File: src/rtl/rf_writeback_arbiter.sv
// rf_writeback_arbiter
//   Shares the single register-file write port between two writeback
//   requesters: req0 (ALU/EX) and req1 (IO/load). Grants are round-robin.
//   Also holds a per-register scoreboard of pending writes. The issue stage
//   reserves a destination, and the reservation clears when that write
//   reaches the register file.
//
// Ports
//   clk, rst_n              clock, synchronous active-low reset
//   rsv_valid, rsv_addr     reserve a destination register (issue stage)
//   chk_addr0/1             operand registers to test
//   chk_busy0/1             operand has a pending write (combinational)
//   reqN_valid/addr/data    writeback request N (N = 0 EX, 1 IO/load)
//   reqN_ready              request N accepted this cycle (combinational)
//   rf_we/rf_waddr/rf_din   registered register-file write port
//   err_waw                 1-cycle pulse: a reservation hit an already-busy register
//
// Handshake: a request transfers on a cycle where reqN_valid && reqN_ready.
//   ready depends on both valids and the round-robin pointer. A requester
//   that is not granted must hold valid/addr/data stable until it is granted.
module rf_writeback_arbiter #(
  parameter int DATA_W = 32,
  parameter int ADDR_W = 5
) (
  input  logic              clk,
  input  logic              rst_n,
  input  logic              rsv_valid,
  input  logic [ADDR_W-1:0] rsv_addr,
  input  logic [ADDR_W-1:0] chk_addr0,
  input  logic [ADDR_W-1:0] chk_addr1,
  output logic              chk_busy0,
  output logic              chk_busy1,
  input  logic              req0_valid,
  input  logic [ADDR_W-1:0] req0_addr,
  input  logic [DATA_W-1:0] req0_data,
  output logic              req0_ready,
  input  logic              req1_valid,
  input  logic [ADDR_W-1:0] req1_addr,
  input  logic [DATA_W-1:0] req1_data,
  output logic              req1_ready,
  output logic              rf_we,
  output logic [ADDR_W-1:0] rf_waddr,
  output logic [DATA_W-1:0] rf_din,
  output logic              err_waw
);

  localparam int NREG = 1 << ADDR_W;

  // rr_ptr = 0 means req0 wins the next contested cycle.
  logic              rr_ptr;
  logic [NREG-1:0]   busy;

  logic              grant0;
  logic              grant1;
  logic              contested;
  logic              win_valid;
  logic [ADDR_W-1:0] win_addr;
  logic [DATA_W-1:0] win_data;
  logic              win_commit;
  logic [NREG-1:0]   set_vec;
  logic [NREG-1:0]   clr_vec;
  logic              waw_hit;

  always_comb begin
    contested = req0_valid & req1_valid;
    grant0    = req0_valid & (~req1_valid | ~rr_ptr);
    grant1    = req1_valid & (~req0_valid |  rr_ptr);
    win_valid = grant0 | grant1;
    win_addr  = grant1 ? req1_addr : req0_addr;
    win_data  = grant1 ? req1_data : req0_data;
    // Register 0 is hardwired: the write is accepted but never reaches the file.
    win_commit = win_valid && (win_addr != '0);
  end

  assign req0_ready = grant0;
  assign req1_ready = grant1;

  // The register file forwards din to a same-cycle read, so a register that
  // is committing right now no longer counts as busy for the reader.
  assign chk_busy0 = busy[chk_addr0] & ~(rf_we && (rf_waddr == chk_addr0));
  assign chk_busy1 = busy[chk_addr1] & ~(rf_we && (rf_waddr == chk_addr1));

  always_comb begin
    set_vec = '0;
    clr_vec = '0;
    // Bit 0 is never set, so busy[0] stays at its reset value of 0.
    if (rsv_valid && (rsv_addr != '0)) set_vec[rsv_addr] = 1'b1;
    if (rf_we) clr_vec[rf_waddr] = 1'b1;
    // A reservation on a register whose write is committing this cycle is a
    // clean handover, not a write-after-write hazard.
    waw_hit = rsv_valid && (rsv_addr != '0) && busy[rsv_addr]
              && !(rf_we && (rf_waddr == rsv_addr));
  end

  always_ff @(posedge clk) begin
    if (!rst_n) begin
      rr_ptr   <= 1'b0;
      busy     <= '0;
      rf_we    <= 1'b0;
      rf_waddr <= '0;
      rf_din   <= '0;
      err_waw  <= 1'b0;
    end else begin
      if (contested) rr_ptr <= ~rr_ptr;
      rf_we <= win_commit;
      // Address and data hold their last committed values when idle.
      if (win_commit) begin
        rf_waddr <= win_addr;
        rf_din   <= win_data;
      end
      // OR-ing set_vec in after the clear lets a new reservation win over a
      // commit to the same register at the same edge.
      busy    <= (busy & ~clr_vec) | set_vec;
      err_waw <= waw_hit;
    end
  end

endmodule

File: config.mk
export PLATFORM = sky130hd
export DESIGN_NAME = rf_writeback_arbiter
export DESIGN_NICKNAME = d
export VERILOG_FILES = /design/src/rtl/rf_writeback_arbiter.sv
export SDC_FILE = /design/constraint.sdc
export NUM_CORES = 1
export LEC_CHECK = 0
export BUFFER_PORTS_ARGS = -buffer_cell sky130_fd_sc_hd__buf_2
export CAP_MARGIN = 20
export CORE_UTILIZATION = 28
export CTS_CLUSTER_SIZE = 20
export DETAILED_ROUTE_END_ITERATION = 10
export GPL_ROUTABILITY_DRIVEN = 0
export HOLD_SLACK_MARGIN = 0.05
export SYNTH_ARGS = -nofsm -noshare
export SYNTH_HDL_FRONTEND = slang
export SYNTH_SLANG_ARGS = --single-unit
File: constraint.sdc
create_clock -name clk -period 2.5 [get_ports clk]
set_clock_uncertainty 0.1 [all_clocks]
set_input_delay 0 -clock clk [delete_from_list [all_inputs] [get_ports clk]]
set_output_delay 0 -clock clk [all_outputs]
set_load 0.01 [all_outputs]
==> impl_metrics.json <==
{
  "synth_compound_area_share_pct": 23.99,
  "overflow": 0,
  "final-seq-area_mm2": 0.001441,
  "r2r_slack_ns": 0.09,
  "clk_pin_slew_worst_paths_ns": 0.07,
  "drc": 0,
  "synth_top_flop_cell": "dfxtp_1",
  "cp.arrival_ns": 2.55,
  "clock_path_buffers": 2,
  "worst-r2r-cell-count": 7,
  "power_density_mw_per_mm2": 537.4,
  "critPathRequiredTime_ns": 2.63,
  "period_share_pct": 96.55,
  "critPathMaxStageDelay_ns": 0.60,
  "hold_violations": 0,
  "drtPass1Iterations": 4,
  "setup_tns_ns": 0,
  "syn_inst": 468,
  "tritoncts": "done",
  "worst_setup_path_end_kind": "flip-flop",
  "synth_area_mm2": 0.004308,
  "ys_seq_elements": 72,
  "fp.coreArea_mm2": 0.01475,
  "nFillCells": 1378,
  "yosys.area_share.simple_pct": 18.56,
  "placedInstanceArea_mm2": 0.005070,
  "design_area_mm2": 0.006335,
  "num_io_pins": 137,
  "synth_top_area_share_pct": 33.46,
  "ant_nets": 0,
  "preCtsSetupSlack_ns": 0.5109,
  "area_growth_syn_to_layout_pct": 47.05,
  "path_class": "flip-flop to flip-flop",
  "ys_warn_count": 0,
  "synth_nets": 562,
  "peakVddDrop_mv": 0.3437,
  "total_power_w": 0.003404,
  "hold_depth": 3,
  "synthMuxAreaShare_pct": 14.52,
  "die_area_mm2": 0.01588,
  "synth_edf_count": 0,
  "drive_gt1_share_pct": 34.71,
  "dieHeight_um": 126.0,
  "die_x_um": 126.0,
  "crit_chain": "o21ai_2 > buf_8 > clkinvlp_4 > buf_12 > nand2_1 > a311oi_2 > dlygate4sd3_1",
  "grt_pass1_wl_um": 23740,
  "reg2reg_to": "rf_din[24]$_SDFFE_PN0P_",
  "io_buffers": 136,
  "yosys-top-cells-area": "dfxtp_1, a311oi_2, mux4_2, nand2_1, nor2_1",
  "htreeDepth": 3,
  "min_from": "rsv_addr[1]",
  "synthArstFlopShare_pct": 0,
  "setup_violations": 0,
  "setup_ws_ns": 0.08629,
  "synth_seq_area_share_pct": 33.46,
  "grt_max_degree": 53,
  "dpl.cell_count": 752,
  "p_leak_nw": 2.610,
  "fmaxAchievable_ghz": 0.4143,
  "multi_input_comb_area_mm2": 0.002625,
  "drt-initial-drc-count": 395,
  "layout.cells.non_filler": 861,
  "synth_xor_area_share_pct": 3.253,
  "antenna_cells": 0,
  "worstReg2RegStart": "rr_ptr$_SDFFE_PN0P_",
  "wl_per_cell_um": 17.78,
  "outcome": "complete, no violations",
  "hold_path.class": "input pin to flip-flop",
  "insertion_delay_ns": 0.34,
  "start_kind": "flip-flop",
  "post-dp-hpwl_um": 9663,
  "synth_cell_types": 46,
  "crit_slowest_cell": "dlygate4sd3_1",
  "initial_utilization_pct": 29.20,
  "clkSinkCount": 72,
  "finish.net_count": 766,
  "row_count": 44,
  "tightest_slew_ns": 1.098,
  "maxCapViolCount": 0,
  "final_max_slew_viol_count": 0,
  "vias": 4625,
  "wl_um": 15310,
  "syn_avg_cell_area_um2": 9.205,
  "grt.total_usage_pct": 18.93,
  "synth_fa_ha_area_share_pct": 0,
  "vias_per_cell": 5.372,
  "slew_headroom_pct": 26.68,
  "cts.root.buffer_cell": "clkbuf_16",
  "yosys.area.top_type": "dfxtp_1",
  "critPathMaxFanout": 37,
  "cts_buffers": 9,
  "period_needed_ns": 2.414,
  "antenna_found_initial": 0,
  "min_to": "busy[3]$_SDFF_PN0_",
  "synth_top_family_by_area": "compound AO/OA/AOI/OAI gates",
  "grt_pass1_vias": 4632
}
==> synthesized netlist by cell type (all sizes together) (2+ instances only) <==
library cell,n
mux2i,13
a32o,4
or4,3
a311oi,36
and3,3
xnor2,8
dfxtp,72
and2,2
nor3b,3
nand3,18
xor2,8
a21oi,8
o21ai,33
nand2,86
mux4,20
inv,12
nand4,4
o22ai,2
nor4,2
nand3b,8
mux2,4
o211ai,19
buf,23
nor2,42
clkbuf,19
nor2b,2
==> area by class of cell <==
cell class	count	share of cell area (%)
timing repair buffer	234	26.70
clock buffer	9	3.555
tap	184	3.634
clock inverter	7	1.146
inverter	12	0.7703
sequential	72	22.75
multi-input combinational	343	41.44
==> stage by stage <==
step	hold slack [ns]	util, %
2_1_floorplan	-0.02253	-
3_3_place_gp	0.1879	34.36
3_5_place_dp	0.1955	34.36
4_1_cts	0.08071	42.15
5_1_grt	0.1247	42.94
6_report	0.09857	42.94
==> cells in the final DEF (no fill, tap or decap), drive strengths merged, types with 3 or more instances in the layout <==
| cell type | count |
|---|---|
| clkinvlp | 3 |
| nand3b | 8 |
| dfxtp | 72 |
| inv | 11 |
| dlygate4sd3 | 85 |
| mux2i | 13 |
| mux4 | 20 |
| nor2 | 42 |
| xor2 | 8 |
| clkbuf | 10 |
| a21oi | 8 |
| nand2 | 86 |
| o21ai | 34 |
| a32o | 4 |
| nand4 | 4 |
| nand3 | 18 |
| nor3b | 3 |
| or4 | 3 |
| o211ai | 19 |
| clkinv | 4 |
| and3 | 3 |
| xnor2 | 8 |
| mux2 | 4 |
| a311oi | 36 |
| buf | 148 |
==> power breakdown <==
| group | internal [W] | switching, W |
|---|---|---|
| Clock | 0.000772 | 0.000534 |
| Combinational | 0.000391 | 0.000415 |
| Sequential | 0.00122 | 0.0000725 |
==> routing by layer <==
layer	GRT usage (%)	vias to the layer above	wire [µm]	part of all wire (%)
li1	-	2136	-	-
met1	22.79	2215	6118	40
met2	31.00	244	7419	48
met3	6.117	30	1434	9.4
met4	8.009	0	337	2.2
met5	0	-	0	0
==> worst max path at each step <==
stage                   startpoint                 endpoint  slack (ns)
3_5_place_dp   rr_ptr$_SDFFE_PN0P_  rf_din[14]$_SDFFE_PN0P_        0.51
6_report       rr_ptr$_SDFFE_PN0P_  rf_din[24]$_SDFFE_PN0P_        0.09
5_1_grt        rr_ptr$_SDFFE_PN0P_  rf_din[26]$_SDFFE_PN0P_      -0.007
4_1_cts               req0_addr[1]  rf_din[24]$_SDFFE_PN0P_        0.01
2_1_floorplan  rr_ptr$_SDFFE_PN0P_  rf_din[10]$_SDFFE_PN0P_        0.90
3_3_place_gp   rr_ptr$_SDFFE_PN0P_   rf_din[2]$_SDFFE_PN0P_        0.60
==> state kept, by name, summed over array words and instances, names as in the netlist <==
register / count
busy: 32
rf_we: 1
rf_din: 32
rr_ptr: 1
err_waw: 1
rf_waddr: 5
==> timing repair <==
item | 4_1_cts | 5_1_grt
gates resized for setup | 0 | 7
endpoints found under the hold margin | 56 | 0
setup endpoints to repair | 0 | 2
hold buffers | 85 | 0
setup buffers | 0 | 6
==> cell families after synthesis <==
kind of cell,after synthesis
and+or+nand+nor,178
xor gates and xnor gates,16
buffers and inverters,54
AOI/OAI and AO/OA,111
DFF,72
muxes,37
==> worst max-delay path: cells and delay by family (launching register included) <==
kind,cells,cell delay (ns)
flops,1,0.35
simple gates,1,0.08
buf+inv,4,1.36
compound gates,2,0.40
(Power assumes the default switching activity.)
